File: src/rtl/game_sequencer_if.sv
// game_sequencer_if
//   Groups the game controller's event inputs and status outputs.
//   master : the side that produces frame/button/collision events and
//            consumes the controller status (input logic, test harness).
//   slave  : the game controller itself.
//   Signals:
//     frame_tick  one-cycle pulse per video frame
//     btn_start   debounced one-cycle start pulse
//     btn_pause   debounced one-cycle pause-toggle pulse
//     collision   level signal, player overlaps a bar
//     bar_passed  one-cycle pulse, player cleared a bar
//     pause       freeze request to the environment (1 = frozen)
//     env_step    one-cycle pulse, advance bar positions
//     level       current level, 1..MAX_LEVEL
//     score       bars cleared this game, saturating at 1023
//     lives       remaining lives
//     state       FSM state code
//     game_over   high while the game is over
interface game_sequencer_if;
  logic       frame_tick;
  logic       btn_start;
  logic       btn_pause;
  logic       collision;
  logic       bar_passed;
  logic       pause;
  logic       env_step;
  logic [9:0] level;
  logic [9:0] score;
  logic [1:0] lives;
  logic [2:0] state;
  logic       game_over;

  modport master (
    output frame_tick, btn_start, btn_pause, collision, bar_passed,
    input  pause, env_step, level, score, lives, state, game_over
  );

  modport slave (
    input  frame_tick, btn_start, btn_pause, collision, bar_passed,
    output pause, env_step, level, score, lives, state, game_over
  );
endinterface

File: src/rtl/game_sequencer.sv
// game_sequencer
//   Top-level game controller for the scrolling-bar environment. Sequences
//   IDLE -> PLAY <-> PAUSED, PLAY -> CRASH -> PLAY/OVER and
//   PLAY -> LEVEL_UP -> PLAY, paces bar motion with a frame-tick divider and
//   tracks score, lives and level.
//   Ports:
//     clk  system clock
//     rst  asynchronous active-high reset
//     bus  game_sequencer_if.slave (event inputs, registered status outputs)
//   Optional feature: define GAME_SEQUENCER_SPEEDUP_EN to shrink the
//   env_step divider by one per level above 1 (never below 1).
module game_sequencer #(
  parameter int BARS_PER_LEVEL = 8,
  parameter int MAX_LEVEL      = 9,
  parameter int LIVES          = 3,
  parameter int STEP_DIV       = 4,
  parameter int CRASH_HOLD     = 60
) (
  input logic             clk,
  input logic             rst,
  game_sequencer_if.slave bus
);

  typedef enum logic [2:0] {
    S_IDLE     = 3'd0,
    S_PLAY     = 3'd1,
    S_PAUSED   = 3'd2,
    S_CRASH    = 3'd3,
    S_LEVEL_UP = 3'd4,
    S_OVER     = 3'd5
  } state_t;

  state_t      state_q, state_d;
  logic        pause_q, pause_d;
  logic        env_step_q, env_step_d;
  logic        game_over_q, game_over_d;
  logic [9:0]  level_q, level_d;
  logic [9:0]  score_q, score_d;
  logic [1:0]  lives_q, lives_d;
  logic [15:0] div_cnt_q, div_cnt_d;
  logic [15:0] bar_cnt_q, bar_cnt_d;
  logic [15:0] hold_cnt_q, hold_cnt_d;
  logic [15:0] step_last;

  function automatic logic [9:0] sat_inc10(input logic [9:0] v);
    return (v == 10'h3FF) ? v : v + 10'd1;
  endfunction

  // Terminal value of div_cnt: divider minus one.
`ifdef GAME_SEQUENCER_SPEEDUP_EN
  always_comb begin
    if ({6'd0, level_q} >= 16'(STEP_DIV)) step_last = 16'd0;
    else                                  step_last = 16'(STEP_DIV) - {6'd0, level_q};
  end
`else
  assign step_last = 16'(STEP_DIV - 1);
`endif

  always_comb begin
    state_d    = state_q;
    level_d    = level_q;
    score_d    = score_q;
    lives_d    = lives_q;
    div_cnt_d  = div_cnt_q;
    bar_cnt_d  = bar_cnt_q;
    hold_cnt_d = hold_cnt_q;
    env_step_d = 1'b0;

    case (state_q)
      S_IDLE: begin
        if (bus.btn_start) begin
          state_d    = S_PLAY;
          level_d    = 10'd1;
          score_d    = 10'd0;
          lives_d    = 2'(LIVES);
          div_cnt_d  = 16'd0;
          bar_cnt_d  = 16'd0;
          hold_cnt_d = 16'd0;
        end
      end
      S_PLAY: begin
        if (bus.collision) begin
          state_d = S_CRASH;
          lives_d = (lives_q == 2'd0) ? 2'd0 : lives_q - 2'd1;
        end else if (bus.btn_pause) begin
          state_d = S_PAUSED;
        end else begin
          if (bus.frame_tick) begin
            if (div_cnt_q >= step_last) begin
              div_cnt_d  = 16'd0;
              env_step_d = 1'b1;
            end else begin
              div_cnt_d = div_cnt_q + 16'd1;
            end
          end
          if (bus.bar_passed) begin
            score_d = sat_inc10(score_q);
            if (bar_cnt_q == 16'(BARS_PER_LEVEL - 1)) begin
              // Leaving PLAY this cycle, so a coincident tick must not step.
              state_d    = S_LEVEL_UP;
              env_step_d = 1'b0;
            end else begin
              bar_cnt_d = bar_cnt_q + 16'd1;
            end
          end
        end
      end
      S_PAUSED: begin
        if (bus.btn_pause) state_d = S_PLAY;
      end
      S_CRASH: begin
        if (bus.frame_tick) begin
          if (hold_cnt_q == 16'(CRASH_HOLD - 1)) begin
            hold_cnt_d = 16'd0;
            if (lives_q == 2'd0) begin
              state_d = S_OVER;
            end else begin
              state_d   = S_PLAY;
              bar_cnt_d = 16'd0;
              div_cnt_d = 16'd0;
            end
          end else begin
            hold_cnt_d = hold_cnt_q + 16'd1;
          end
        end
      end
      S_LEVEL_UP: begin
        if (level_q < 10'(MAX_LEVEL)) level_d = level_q + 10'd1;
        bar_cnt_d = 16'd0;
        div_cnt_d = 16'd0;
        state_d   = S_PLAY;
      end
      S_OVER: begin
        if (bus.btn_start) state_d = S_IDLE;
      end
      default: state_d = S_IDLE;
    endcase

    // Status outputs follow the next state so they are valid with it.
    pause_d     = (state_d != S_PLAY);
    game_over_d = (state_d == S_OVER);
  end

  always_ff @(posedge clk or posedge rst) begin
    if (rst) begin
      state_q     <= S_IDLE;
      pause_q     <= 1'b1;
      env_step_q  <= 1'b0;
      game_over_q <= 1'b0;
      level_q     <= 10'd1;
      score_q     <= 10'd0;
      lives_q     <= 2'(LIVES);
      div_cnt_q   <= 16'd0;
      bar_cnt_q   <= 16'd0;
      hold_cnt_q  <= 16'd0;
    end else begin
      state_q     <= state_d;
      pause_q     <= pause_d;
      env_step_q  <= env_step_d;
      game_over_q <= game_over_d;
      level_q     <= level_d;
      score_q     <= score_d;
      lives_q     <= lives_d;
      div_cnt_q   <= div_cnt_d;
      bar_cnt_q   <= bar_cnt_d;
      hold_cnt_q  <= hold_cnt_d;
    end
  end

  assign bus.state     = state_q;
  assign bus.pause     = pause_q;
  assign bus.env_step  = env_step_q;
  assign bus.game_over = game_over_q;
  assign bus.level     = level_q;
  assign bus.score     = score_q;
  assign bus.lives     = lives_q;

endmodule

File: src/flat_wrapper.sv
// flat-port wrapper written by rule: the top's interface ports become plain ports
module game_sequencer_flat 
#(
  parameter int BARS_PER_LEVEL = 8,
  parameter int MAX_LEVEL      = 9,
  parameter int LIVES          = 3,
  parameter int STEP_DIV       = 4,
  parameter int CRASH_HOLD     = 60
)
  (clk, rst, bus_frame_tick, bus_btn_start, bus_btn_pause, bus_collision, bus_bar_passed, bus_pause, bus_env_step, bus_level, bus_score, bus_lives, bus_state, bus_game_over);
  game_sequencer_if bus_i ();
  input logic clk;
  input logic rst;
  input wire logic [$bits(bus_i.frame_tick)-1:0] bus_frame_tick;
  input wire logic [$bits(bus_i.btn_start)-1:0] bus_btn_start;
  input wire logic [$bits(bus_i.btn_pause)-1:0] bus_btn_pause;
  input wire logic [$bits(bus_i.collision)-1:0] bus_collision;
  input wire logic [$bits(bus_i.bar_passed)-1:0] bus_bar_passed;
  output wire logic [$bits(bus_i.pause)-1:0] bus_pause;
  output wire logic [$bits(bus_i.env_step)-1:0] bus_env_step;
  output wire logic [$bits(bus_i.level)-1:0] bus_level;
  output wire logic [$bits(bus_i.score)-1:0] bus_score;
  output wire logic [$bits(bus_i.lives)-1:0] bus_lives;
  output wire logic [$bits(bus_i.state)-1:0] bus_state;
  output wire logic [$bits(bus_i.game_over)-1:0] bus_game_over;
  assign bus_i.frame_tick = bus_frame_tick;
  assign bus_i.btn_start = bus_btn_start;
  assign bus_i.btn_pause = bus_btn_pause;
  assign bus_i.collision = bus_collision;
  assign bus_i.bar_passed = bus_bar_passed;
  assign bus_pause = bus_i.pause;
  assign bus_env_step = bus_i.env_step;
  assign bus_level = bus_i.level;
  assign bus_score = bus_i.score;
  assign bus_lives = bus_i.lives;
  assign bus_state = bus_i.state;
  assign bus_game_over = bus_i.game_over;
  game_sequencer #(.BARS_PER_LEVEL(BARS_PER_LEVEL), .MAX_LEVEL(MAX_LEVEL), .LIVES(LIVES), .STEP_DIV(STEP_DIV), .CRASH_HOLD(CRASH_HOLD)) u_core (.clk(clk), .rst(rst), .bus(bus_i));
endmodule
File: config.mk
export PLATFORM = sky130hd
export DESIGN_NAME = game_sequencer_flat
export DESIGN_NICKNAME = d
export VERILOG_FILES = /design/src/rtl/game_sequencer_if.sv /design/src/rtl/game_sequencer.sv /design/src/flat_wrapper.sv
export SDC_FILE = /design/constraint.sdc
export NUM_CORES = 1
export LEC_CHECK = 0
export ABC_AREA = 1
export BUFFER_PORTS_ARGS = -buffer_cell sky130_fd_sc_hd__buf_2
export CAP_MARGIN = 20
export CORE_MARGIN = 3
export CORE_UTILIZATION = 40
export DETAILED_ROUTE_END_ITERATION = 7
export GPL_ROUTABILITY_DRIVEN = 1
export PLACE_DENSITY = 0.57
export SYNTH_ARGS = -nofsm -noshare
export SYNTH_HDL_FRONTEND = slang
export SYNTH_SLANG_ARGS = --single-unit
export TNS_END_PERCENT = 1
File: constraint.sdc
create_clock -name clk -period 4.52 [get_ports clk]
set_input_delay 0.678 -clock clk [delete_from_list [all_inputs] [get_ports clk]]
set_output_delay 0.678 -clock clk [all_outputs]
set_load 0.005 [all_outputs]
* After elaboration in Yosys (flattened, before gate mapping)
Index checks and enable logic that the tools add are counted.
Word-level totals: flip-flop bits (word level) 76, latch bits 0, RAM bits 0, ROM bits 0, input port bits 7, output and inout bits 28, logic and storage cells 100, memories kept 0
Operators by class: add/subtract/negate cells 6, $mul 0, divide/modulo/power cells 0, magnitude comparators 2, equal/unequal tests 22, shift operators 0, muxes and demuxes 48, bitwise operators 0, reductions and logical operators 12
Operators with widths (number):
- 2-to-1 mux 16 bit | 14
- one-hot mux 16 bit (4 select lines) | 2
- 2-to-1 mux 10 bit | 7
- adder 16 x 1 -> 16 bit (second input constant) | 3
- one-hot mux 10 bit (2 select lines) | 2
- one-hot mux 16 bit (2 select lines) | 1
- 2-to-1 mux 3 bit | 10
- adder 10 x 1 -> 10 bit (second input constant) | 2
- != test 2 bit (second input constant) | 10
- one-hot mux 3 bit (6 select lines) | 1
- == test 16 x 3 -> 1 bit (second input constant) | 1
- == test 16 x 6 -> 1 bit (second input constant) | 1
- greater-or-equal comparator 16 x 2 -> 1 bit (second input constant) | 1
- == test 10 bit (second input constant) | 1
- less-than comparator 10 x 4 -> 1 bit (second input constant) | 1
- == test 3 bit (second input constant) | 3
- AND reduction 3 bit | 3
- AND reduction 9 bit | 1
- AND reduction 8 bit | 1
- 2-to-1 mux 1 bit | 7
- == test 3 x 2 -> 1 bit (second input constant) | 2
- 2-to-1 mux 2 bit | 3
- AND reduction 6 bit | 1
- nonzero test 2 bit | 3
- 8 further kinds | 9

* Longest topological paths before layout
Gate-level depths: netlist of the first run.
word-level depth 8, mapped depth 12, gate-level depth less buffers 11

* Worst setup path after synthesis of the first run
No wires, ideal clock.
path kind register to register, from reg u_core.hold_cnt_q[0], to reg u_core.bar_cnt_q[0], library setup time 0.115 ns, data arrival time 1.573 ns, setup slack 2.832 ns, stages on the path, launching flop included 10, buffers on the path 1, path through dfrtp_1 -> ha_1 -> nand3_1 -> nor2_4 -> nand2_4 -> o21ai_4 -> nand2_4 -> buf_12 -> nand2_2 -> nand2_2
Between the ends: cells in the longest elaborated chain, start to end 3
RTL lines:
- start: declaration | line game_sequencer.sv:42 | logic [15:0] hold_cnt_q, hold_cnt_d;
- start signal: assignment | line game_sequencer.sv:166 | hold_cnt_q <= hold_cnt_d;
- == test 16 x 6 -> 1 bit | line game_sequencer.sv:113 | if (hold_cnt_q == 16'(CRASH_HOLD - 1)) begin
- != test 2 x 1 -> 1 bit (no line)
- AND reduction 9 bit (no line)
- end signal: assignment | line game_sequencer.sv:165 | bar_cnt_q <= bar_cnt_d;
- end: declaration | line game_sequencer.sv:41 | logic [15:0] bar_cnt_q, bar_cnt_d;
No other way between the ends. A chain may end at the register's enable or synchronous reset.

* Worst setup path in the final report of the first run
from reg u_core.state_q[0], in the netlist u_core.bus.state[0], to reg u_core.score_q[6], in the netlist u_core.bus.score[6]
Between the ends: cells in the longest elaborated chain, start to end 3
RTL lines:
- start: declaration | line game_sequencer.sv:33 | state_t state_q, state_d;
- start signal: assignment | line game_sequencer.sv:157 | state_q <= state_d;
- == test 3 x 1 -> 1 bit or logical NOT 3 bit (tied branches) | line game_sequencer.sv:69 | case (state_q)
- != test 2 bit (no line) or nonzero test 2 bit (tied branches)
- AND reduction 6 bit (no line)
- end signal: assignment | line game_sequencer.sv:162 | score_q <= score_d;
- end: declaration | line game_sequencer.sv:38 | logic [9:0] score_q, score_d;
Parallel ways exist; a longest one is shown, timed or not.

==> impl_metrics.py, run 1 <==
metrics = {
    "outcome": {
        "outcome": "finished clean",
    },
    "yosys": {
        "synth_ff_type": "sky130_fd_sc_hd__dfrtp_1",
        "combined_area_of_all_synthesized_cells_um2": 4560,
        "synth_cells": 625,
        "ys_seq_area_share_pct": 41.8,
        "mean_syn_cell_area_um2": 7.30,
        "number_of_flops_mapped_to_enable_cells_by_yosys": 0,
        "synth.ff_latch_count": 76,
        "synth_fp_nets": 638,
        "yosys_warnings": 0,
        "ys_types": 39,
        "async_reset_ff_share_pct": 100,
    },
    "clock_tree": {
        "clock-root-buffer": "sky130_fd_sc_hd__clkbuf_16",
        "path_clk_slew_ns": 0.06,
        "clk_latency_ns": 0.34,
        "cts_post_setup_buffers_inserted": 0,
        "tritoncts": "built",
        "number_of_buffers_inserted_during_clock_tree_synthesis": 9,
        "clk_path_buf_depth": 2,
        "post_cts_resize_count": 0,
        "number_of_clock_sinks": 76,
        "cts-htree-levels": 3,
        "cts_hold_buf": 0,
    },
    "critical_path": {
        "crit_type": "register to register",
        "worst_setup_path_start_kind": "register",
        "crit_path_max_fanout": 20,
        "rr_worst_depth": 6,
        "worst_path_dominant_cell_family": "simple AND/OR/NAND/NOR gates",
        "reg2reg_from": "u_core.bus.state[0]$_DFF_PP0_",
        "r2r_slack_ns": 2.39,
        "cp_slowest_stage_delay_ns": 0.56,
        "crit_path_cell_trace": "nand2_2 > nor2_4 > nand2_1 > and3_1 > nand2_1 > o21ai_1",
        "worst_path_max_delay_cell": "sky130_fd_sc_hd__dfrtp_1",
        "end_kind": "register",
        "critical_r2r_capture": "u_core.bus.score[6]$_DFFE_PP0P_",
        "worst_ep_required_time_ns": 4.72,
        "cp_num_buf_inv": 0,
        "critPathMostFrequentCell": "sky130_fd_sc_hd__nand2_1",
        "cp_data_arrival_time_ns": 2.33,
    },
    "floorplanning": {
        "core_region_area_um2": 11000,
        "fp.dieArea_um2": 12700,
        "floorplan.rows": 38,
        "io_pins": 35,
        "die_width_um": 113,
        "die_h_um": 113,
        "initial_utilization_pct": 41.5,
    },
    "final_layout": {
        "final_layout_size_suffix_gt1_share_pct": 20.2,
        "num-nets-final": 672,
        "area.growth.synth_to_final_pct": 12.7,
        "fillerInstances": 1106,
        "antennaDiodeCount": 0,
    },
    "detailed_routing": {
        "final_wirelength_um": 10200,
        "avgViaCountPerCell": 4.91,
        "postRouteAntennaNets": 0,
        "drt_first_iter_violations": 224,
        "wl_per_cell_um": 12.7,
        "post-route-drc-count": 0,
        "firstDrtPassIters": 4,
        "vias": 3946,
    },
    "timing": {
        "grt_setup_unrepaired": "no",
        "finClkSkew_ns": 0.00701,
        "relative_slew_slack_pct": 59.8,
        "setup_viol_count_final": 0,
        "period_share_pct": 47.1,
        "max_freq_ghz": 0.469,
        "finalCriticalPeriod_ns": 2.13,
        "worst_slew_pin_slew_ns": 0.602,
        "slew_violations": 0,
        "finalHoldViolCount": 0,
        "setup_tns_ns": 0,
    },
    "global_route": {
        "gr-total-overflow": 0,
        "grt.met2_usage_pct": 26.2,
        "grt_start_max_net_pins": 49,
        "wire_length_of_the_first_global_routing_pass_um": 17800,
        "global_route.peak_usage_layer": "met2",
        "antenna_violations_before_repair": 0,
        "globalRouteMet1Util_pct": 24.1,
        "first_global_vias": 3684,
        "grtUsageTotal_pct": 17.0,
        "groute.layer.met3.usage_pct": 4.28,
    },
    "worst_hold_path": {
        "hold_path.class": "primary input to async pin",
    },
    "pwr": {
        "cellLeakagePower_nw": 2.51,
        "power_density_nw_per_um2": 450,
        "irDropWorstVdd_v": 0.000209,
        "finalPower_mw": 2.32,
    },
    "placement": {
        "placement.io_buffers": 34,
        "detailed_place_hpwl_um": 7270,
        "place_congestion": 0.822,
    },
    "job": {
        "cap_viol_max_count": 0,
    },
}
==> how the worst max path moves through the flow <==
stage | end | cells after the start | start | slack, ns
3_3_place_gp | u_core.bus.score[9]$_DFFE_PP0P_ | 6 | u_core.bus.state[0]$_DFF_PP0_ | 2.41
4_1_cts | u_core.bus.score[6]$_DFFE_PP0P_ | 6 | u_core.bus.state[0]$_DFF_PP0_ | 2.39
3_5_place_dp | u_core.bus.score[6]$_DFFE_PP0P_ | 6 | u_core.bus.state[0]$_DFF_PP0_ | 2.40
2_1_floorplan | u_core.bar_cnt_q[0]$_DFFE_PP0P_ | 1 | rst | 1.91
6_report | u_core.bus.score[6]$_DFFE_PP0P_ | 6 | u_core.bus.state[0]$_DFF_PP0_ | 2.39
5_1_grt | u_core.bus.score[6]$_DFFE_PP0P_ | 7 | u_core.bus.state[0]$_DFF_PP0_ | 2.14
==> where the power goes <==
| part | total [mW] | internal [mW] | switching [mW] |
|---|---|---|---|
| clock network | 0.746 | 0.436 | 0.310 |
| registers | 0.831 | 0.749 | 0.0820 |
| logic | 0.739 | 0.198 | 0.541 |
==> stage by stage <==
stage          hold slack, ns  util, %  setup WS [ns]  std cells  cell area (um2)
2_1_floorplan           0.437        -           1.91        625             4560
3_3_place_gp            0.451     43.8           2.41        787             4810
3_5_place_dp            0.457     43.8           2.40        787             4810
4_1_cts                 0.475     46.6           2.39        803             5120
5_1_grt                 0.236     46.8           2.14        804             5140
6_report                0.237     46.8           2.39        804             5140
==> synth_stat cells (5+ instances only) <==
cell type                    n  area share [%]
sky130_fd_sc_hd__nand2_1   178              15
sky130_fd_sc_hd__nor2_1     92             7.6
sky130_fd_sc_hd__dfrtp_1    72              40
sky130_fd_sc_hd__inv_1      55             4.5
sky130_fd_sc_hd__nand3_1    43             4.7
sky130_fd_sc_hd__nand2_2    39             5.3
sky130_fd_sc_hd__nand4_1    24             3.3
sky130_fd_sc_hd__o21ai_1    18             2.0
sky130_fd_sc_hd__inv_2      15             1.2
sky130_fd_sc_hd__o21ai_0    12             1.3
sky130_fd_sc_hd__ha_1        6             1.6
sky130_fd_sc_hd__nor3_1      6            0.66
sky130_fd_sc_hd__xor2_1      6             1.2
sky130_fd_sc_hd__a21oi_1     5            0.55
sky130_fd_sc_hd__o21bai_1    5            0.82
==> sequential cells by signal (all words and copies together) (netlist names) <==
signal,flops
u_core.bus.pause,1
u_core.bus.level,10
u_core.bus.game_over,1
u_core.bar_cnt_q,16
u_core.hold_cnt_q,16
u_core.bus.state,3
u_core.div_cnt_q,16
u_core.bus.lives,2
u_core.bus.score,10
u_core.bus.env_step,1
==> worst reg2reg max path: stages (launching register included) <==
cell	delay (ns)
sky130_fd_sc_hd__dfrtp_1	0.56
sky130_fd_sc_hd__nand2_2	0.11
sky130_fd_sc_hd__nor2_4	0.37
sky130_fd_sc_hd__nand2_1	0.16
sky130_fd_sc_hd__and3_1	0.19
sky130_fd_sc_hd__nand2_1	0.45
sky130_fd_sc_hd__o21ai_1	0.16
==> cell type report <==
type	count	area (um2)	share of cell area (%)
clock buffer	9	225	4.38
clock inverter	7	82.6	1.61
inverter	71	269	5.23
multi-input combinational	465	2280	44.4
sequential	76	1910	37.1
tap	140	175	3.41
timing repair buffer	36	198	3.85
==> cell families after synthesis <==
logic type / Yosys count / share of synthesized area, %
compound gates: 48 / 6.23
xor+xnor: 8 / 1.54
fa+ha+maj: 6 / 1.65
buf+inv: 84 / 8.09
flops: 76 / 41.8
simple gates: 403 / 40.7
==> routing by layer <==
metal	share of wire [%]	wire length, um
met1	50	5120
met2	46	4670
met3	4.1	421
met4	0.35	36
met5	0	0
==> cells in the final DEF, fill, tap and decap left out, types with 3 or more instances in the layout <==
cell / instances
sky130_fd_sc_hd__nand3_1: 43
sky130_fd_sc_hd__inv_1: 54
sky130_fd_sc_hd__nand2_4: 4
sky130_fd_sc_hd__nor2_4: 4
sky130_fd_sc_hd__o21ai_0: 12
sky130_fd_sc_hd__nor3_1: 6
sky130_fd_sc_hd__clkbuf_16: 9
sky130_fd_sc_hd__nor2_1: 92
sky130_fd_sc_hd__nand2_2: 39
sky130_fd_sc_hd__a21oi_1: 5
sky130_fd_sc_hd__nand2_1: 178
sky130_fd_sc_hd__or2_2: 3
sky130_fd_sc_hd__ha_1: 6
sky130_fd_sc_hd__nor2_2: 4
sky130_fd_sc_hd__o21ai_1: 18
sky130_fd_sc_hd__o21bai_1: 5
sky130_fd_sc_hd__nand4_1: 24
sky130_fd_sc_hd__buf_2: 34
sky130_fd_sc_hd__dfstp_2: 4
sky130_fd_sc_hd__xor2_1: 6
sky130_fd_sc_hd__inv_2: 16
sky130_fd_sc_hd__dfrtp_1: 72
(Power assumes the default switching activity.)
==> run 2: changes to the inputs <==
--- a/config.mk
+++ b/config.mk
@@ -12,7 +12,7 @@
 export CORE_UTILIZATION = 40
 export DETAILED_ROUTE_END_ITERATION = 7
 export GPL_ROUTABILITY_DRIVEN = 1
-export PLACE_DENSITY = 0.57
+export PLACE_DENSITY = 0.59
 export SYNTH_ARGS = -nofsm -noshare
 export SYNTH_HDL_FRONTEND = slang
 export SYNTH_SLANG_ARGS = --single-unit
==> constraint.sdc (replaced) <==
create_clock -name clk -period 1.7 [get_ports clk]
set_input_delay 0.255 -clock clk [delete_from_list [all_inputs] [get_ports clk]]
set_output_delay 0.255 -clock clk [all_outputs]
set_load 0.005 [all_outputs]
==> impl_metrics.py, run 2 (synthesized netlist as in run 1, its figures left out) <==
metrics = {
    "timing": {
        "finalCriticalPeriod_ns": 1.64,
        "finalHoldViolCount": 0,
        "max_freq_ghz": 0.611,
        "grt_setup_unrepaired": "yes",
        "relative_slew_slack_pct": 72.6,
        "setup_viol_count_final": 0,
        "fin_ws_ns": 0.0620,
        "worst_slew_pin_slew_ns": 0.410,
        "finClkSkew_ns": 0.00814,
        "slew_violations": 0,
        "period_share_pct": 96.4,
    },
    "global_route": {
        "antenna_violations_before_repair": 0,
        "first_global_vias": 4001,
        "grt_start_max_net_pins": 77,
        "gr-total-overflow": 0,
        "wire_length_of_the_first_global_routing_pass_um": 18300,
        "grtUsageTotal_pct": 17.4,
    },
    "placement": {
        "dpl-instance-area_um2": 5060,
        "dp_slack_ns": 0.0431,
        "placement.io_buffers": 34,
        "detailed_place_hpwl_um": 7440,
        "place_congestion": 0.868,
    },
    "outcome": {
        "outcome": "finished clean",
    },
    "detailed_routing": {
        "firstDrtPassIters": 4,
        "wl_per_cell_um": 12.4,
        "vias": 4061,
        "final_wirelength_um": 10300,
        "drt_first_iter_violations": 243,
        "post-route-drc-count": 0,
        "postRouteAntennaNets": 0,
        "avgViaCountPerCell": 4.86,
    },
    "critical_path": {
        "worst_ep_required_time_ns": 1.93,
        "worst_path_max_delay_cell": "sky130_fd_sc_hd__dfrtp_2",
        "critPathMostFrequentCell": "sky130_fd_sc_hd__nand2_1",
        "crit_path_cell_trace": "buf_4 > nand2_1 > o21a_1 > nand2_2 > nor2_2 > nand2_8 > nand2_1 > inv_1",
        "crit_type": "register to register",
        "crit_path_max_fanout": 16,
        "cp_num_buf_inv": 2,
        "end_kind": "register",
        "cp_data_arrival_time_ns": 1.87,
        "cp_slowest_stage_delay_ns": 0.48,
        "worst_setup_path_start_kind": "register",
        "worst_path_dominant_cell_family": "simple AND/OR/NAND/NOR gates",
    },
    "final_layout": {
        "final_layout_size_suffix_gt1_share_pct": 24.7,
        "mostFrequentLayoutCell": "sky130_fd_sc_hd__nand2_1",
        "area.growth.synth_to_final_pct": 18.6,
        "mostFrequentLayoutCells": "sky130_fd_sc_hd__nand2_1 (178), sky130_fd_sc_hd__nor2_1 (89), sky130_fd_sc_hd__dfrtp_1 (68), sky130_fd_sc_hd__inv_1 (54), sky130_fd_sc_hd__nand3_1 (43)",
        "antennaDiodeCount": 0,
        "biggestRegsByFlops": "u_core.bar_cnt_q (16), u_core.div_cnt_q (16), u_core.hold_cnt_q (16)",
        "final_area_um2": 5410,
        "num-nets-final": 703,
    },
    "clock_tree": {
        "path_clk_slew_ns": 0.07,
        "cts_hold_buf": 0,
        "clk_path_buf_depth": 2,
        "clock-root-buffer": "sky130_fd_sc_hd__clkbuf_16",
        "number_of_clock_sinks": 76,
        "number_of_buffers_inserted_during_clock_tree_synthesis": 9,
        "tritoncts": "built",
        "clk_latency_ns": 0.34,
        "cts-htree-levels": 3,
    },
    "pwr": {
        "pwr-share-comb_pct": 38.1,
        "power.net_switching_mw": 2.66,
        "swShare_pct": 40.9,
        "power_density_nw_per_um2": 1200,
        "power.share.clock_pct": 28.8,
        "seqPwrFrac_pct": 33.1,
        "internal_power_mw": 3.84,
        "irDropWorstVdd_v": 0.000578,
        "cellLeakagePower_nw": 2.65,
        "finalPower_mw": 6.49,
    },
    "floorplanning": {
        "core_region_area_um2": 11000,
        "initial_utilization_pct": 41.5,
        "io_pins": 35,
        "fp.dieArea_um2": 12700,
        "die_width_um": 113,
        "floorplan.rows": 38,
        "die_h_um": 113,
    },
    "job": {
        "cap_viol_max_count": 0,
    },
    "worst_hold_path": {
        "hold_path.class": "primary input to async pin",
    },
}
==> run 2: area by class of cell <==
class	count	area [um2]
Timing Repair Buffer	66	435
Inverter	71	273
Sequential cell	76	1910
Clock buffer	9	225
Fill cell	1077	5570
Tap cell	140	175
Clock inverter	7	62.6
Multi-Input combinational cell	466	2330
==> run 2: routing by layer <==
metal  part of all wire, %  routed length (um)  global-route usage, %
met3                   3.5                 361                   3.53
met1                    49                5100                   23.4
met4                   1.3                 136                   6.17
met5                     0                   0                      0
met2                    46                4730                   28.0
==> run 2: repair_timing <==
item / in CTS / in global routing
resized for setup: 0 / 10
setup endpoints to repair: 0 / 39
setup buffers: 0 / 2
==> run 2: stage by stage <==
step | TNS (ns) | std cells | util (%) | hold WS [ns]
finish | 0 | 835 | 49.2 | 0.0179
global route | -0.157 | 835 | 49.2 | 0.0599
CTS | 0 | 832 | 48.7 | 0.0334
detailed placement | 0 | 816 | 46.1 | 0.405
global placement | 0 | 816 | 46.1 | 0.404
floorplan | 0 | 625 | - | 0.349
==> run 2: path summary, 6_finish.rpt <==
check / startpoint / endpoint / slack (ns) / cells past startpoint
worst min-delay path: rst / u_core.hold_cnt_q[14]$_DFFE_PP0P_ / 0.02 / 3
worst max-delay path: u_core.bus.state[2]$_DFF_PP0_ / u_core.div_cnt_q[14]$_DFFE_PP0P_ / 0.06 / 8
min in group clk: bus_bar_passed / u_core.bus.env_step$_DFF_PP0_ / 0.17 / 2
worst min register to register: u_core.div_cnt_q[12]$_DFFE_PP0P_ / u_core.div_cnt_q[12]$_DFFE_PP0P_ / 0.48 / 2
max in group asynchronous: rst / u_core.bus.level[0]$_DFFE_PP1P_ / 1.34 / 3
worst max register to register: u_core.bus.state[2]$_DFF_PP0_ / u_core.div_cnt_q[14]$_DFFE_PP0P_ / 0.06 / 8
==> run 2: power by group through the flow <==
| stage | logic, mW | registers [mW] | clock network (mW) |
|---|---|---|---|
| final | 2.47 | 2.15 | 1.87 |
| after global routing | 2.73 | 2.18 | 2.02 |
| after CTS | 2.29 | 2.15 | 1.93 |
| after detailed placement | 2.27 | 2.18 | 0 |
| after global placement | 2.27 | 2.18 | 0 |
| after floorplan | 1.74 | 2.17 | 0 |
==> run 2: worst register-to-register path: cells and delay by family, from the launching register on <==
kind,cells,cell delay [ns]
DFF,1,0.48
AOI/OAI and AO/OA,1,0.13
buffers and inverters,2,0.24
and+or+nand+nor,5,0.70
==> run 3: changes to the inputs <==
--- a/config.mk
+++ b/config.mk
@@ -8,6 +8,7 @@
 export ABC_AREA = 1
 export BUFFER_PORTS_ARGS = -buffer_cell sky130_fd_sc_hd__buf_2
 export CAP_MARGIN = 20
+export CORE_ASPECT_RATIO = 1.4
 export CORE_MARGIN = 3
 export CORE_UTILIZATION = 40
 export DETAILED_ROUTE_END_ITERATION = 7
==> impl_metrics.py, run 3 (synthesized netlist as in run 1, its figures left out) <==
metrics = {
    "timing": {
        "grt_setup_unrepaired": "yes",
        "worst_slew_pin_slew_ns": 0.410,
        "relative_slew_slack_pct": 72.7,
        "setup_viol_count_final": 0,
        "finClkSkew_ns": 0.00563,
        "slew_violations": 0,
        "finalCriticalPeriod_ns": 1.64,
        "finalHoldViolCount": 0,
        "max_freq_ghz": 0.609,
        "period_share_pct": 96.6,
    },
    "critical_path": {
        "cp_num_buf_inv": 1,
        "cp_slowest_stage_delay_ns": 0.46,
        "end_kind": "register",
        "worst_ep_required_time_ns": 1.97,
        "worst_path_max_delay_cell": "sky130_fd_sc_hd__dfrtp_2",
        "crit_path_max_fanout": 16,
        "crit_type": "register to register",
        "crit_path_cell_trace": "buf_4 > nand2_1 > o21a_1 > nand2_2 > nor2_4 > nand2_4 > nor2_8 > nand2_1 > nand2_2",
        "cp_data_arrival_time_ns": 1.91,
        "r2r_slack_ns": 0.06,
        "worst_setup_path_start_kind": "register",
        "worst_path_dominant_cell_family": "simple AND/OR/NAND/NOR gates",
    },
    "final_layout": {
        "final_area_um2": 5430,
        "finish.cell_count_without_fillers": 833,
        "fillerInstances": 1122,
        "antennaDiodeCount": 0,
        "area.growth.synth_to_final_pct": 19.1,
        "num-nets-final": 700,
        "biggestRegsByFlops": "u_core.bar_cnt_q (16), u_core.div_cnt_q (16), u_core.hold_cnt_q (16)",
        "mostFrequentLayoutCells": "sky130_fd_sc_hd__nand2_1 (176), sky130_fd_sc_hd__nor2_1 (92), sky130_fd_sc_hd__dfrtp_1 (70), sky130_fd_sc_hd__inv_1 (54), sky130_fd_sc_hd__nand3_1 (43)",
        "mostFrequentLayoutCell": "sky130_fd_sc_hd__nand2_1",
        "final_layout_size_suffix_gt1_share_pct": 24.1,
    },
    "global_route": {
        "gr-total-overflow": 0,
        "grt_start_max_net_pins": 77,
        "grtUsageTotal_pct": 17.9,
        "wire_length_of_the_first_global_routing_pass_um": 18400,
        "first_global_vias": 4010,
        "antenna_violations_before_repair": 0,
    },
    "clock_tree": {
        "cts-htree-levels": 3,
        "cts_hold_buf": 0,
        "number_of_buffers_inserted_during_clock_tree_synthesis": 9,
        "clk_latency_ns": 0.33,
        "path_clk_slew_ns": 0.06,
        "tritoncts": "built",
        "number_of_clock_sinks": 76,
        "clock-root-buffer": "sky130_fd_sc_hd__clkbuf_16",
        "clk_path_buf_depth": 2,
    },
    "placement": {
        "place_congestion": 0.865,
        "placement.io_buffers": 34,
        "detailed_place_hpwl_um": 7720,
        "dpl-instance-area_um2": 5060,
        "placed_cells_incl_taps": 817,
    },
    "floorplanning": {
        "floorplan.rows": 45,
        "core_region_area_um2": 11000,
        "die_h_um": 132,
        "io_pins": 35,
        "die_width_um": 96.2,
        "fp.dieArea_um2": 12700,
        "initial_utilization_pct": 41.5,
    },
    "detailed_routing": {
        "vias": 4094,
        "wl_per_cell_um": 12.6,
        "postRouteAntennaNets": 0,
        "avgViaCountPerCell": 4.91,
        "drt_first_iter_violations": 194,
        "firstDrtPassIters": 5,
        "final_wirelength_um": 10500,
        "post-route-drc-count": 0,
    },
    "pwr": {
        "power_density_nw_per_um2": 1230,
        "cellLeakagePower_nw": 2.68,
        "irDropWorstVdd_v": 0.000768,
    },
    "job": {
        "cap_viol_max_count": 0,
    },
    "outcome": {
        "outcome": "finished clean",
    },
    "worst_hold_path": {
        "hold_path.class": "primary input to async pin",
    },
}
-- run 3: cell count changes in the layout (fill, tap and decap cells not counted), moves of 3 or more --
| cell | before | now |
|---|---|---|
| sky130_fd_sc_hd__nand2_2 | 38 | 41 |
| sky130_fd_sc_hd__nor2_1 | 89 | 92 |
| sky130_fd_sc_hd__bufinv_16 | 0 | 3 |
| sky130_fd_sc_hd__inv_6 | 4 | 0 |
| sky130_fd_sc_hd__nor2_2 | 7 | 3 |
-- run 3: worst min-delay path: cells and delay by family --
kind                   cells  cell delay (ns)
buffers and inverters      3             0.52
-- run 3: through the flow --
step	util (%)	hold WS, ns	total power, mW	TNS (ns)	worst slack [ns]
floorplan	-	0.349	3.91	0	0.0121
global placement	46.1	0.406	4.41	0	0.0292
detailed placement	46.1	0.414	4.46	-0.00119	-0.00119
CTS	49.3	0.0507	6.72	0	0.0287
global route	49.5	0.0667	7.08	-1.17	-0.0727
finish	49.5	0.0259	6.67	0	0.0585
-- run 3: routing by layer --
metal	up-vias	global-route usage [%]	wire [um]
li1	2097	-	-
met1	1912	22.9	4690
met2	68	30.0	5260
met3	17	3.26	359
met4	0	5.78	201
met5	-	0	0
-- run 3: layout make-up --
cell class	instances	area [um2]	share of cell area (%)
well taps	141	176	3.25
repair buffers	64	420	7.74
clock buffers	10	239	4.40
inverters	71	275	5.07
clock inverters	6	111	2.05
flip-flops and latches	76	1910	35.2
multi-input cells	465	2300	42.3
-- run 3: path summary, 6_finish.rpt --
check	from	cells after the start	endpoint
setup / recovery	u_core.bus.state[2]$_DFF_PP0_	9	u_core.bar_cnt_q[2]$_DFFE_PP0P_
hold / removal	rst	3	u_core.bus.score[0]$_DFFE_PP0P_
setup reg to reg	u_core.bus.state[2]$_DFF_PP0_	9	u_core.bar_cnt_q[2]$_DFFE_PP0P_
hold reg to reg	u_core.div_cnt_q[12]$_DFFE_PP0P_	2	u_core.div_cnt_q[12]$_DFFE_PP0P_
max in group asynchronous	rst	3	u_core.bus.lives[1]$_DFFE_PP1P_
min in group clk	bus_bar_passed	2	u_core.bus.env_step$_DFF_PP0_
-- run 3: power breakdown --
| group | internal [mW] | switching (mW) | leakage, nW | total (mW) |
|---|---|---|---|---|
| sequential | 2.00 | 0.165 | 1.03 | 2.16 |
| combinational | 0.721 | 1.55 | 1.47 | 2.28 |
| clock | 1.47 | 0.755 | 0.169 | 2.23 |
| total | 4.19 | 2.48 | 2.68 | 6.67 |
-- run 3: timing repair --
item | 4_1_cts | 5_1_grt
setup buffers | 0 | 0
setup endpoints to repair | 5 | 59
cloned | 0 | 0
gates resized for setup | 1 | 7
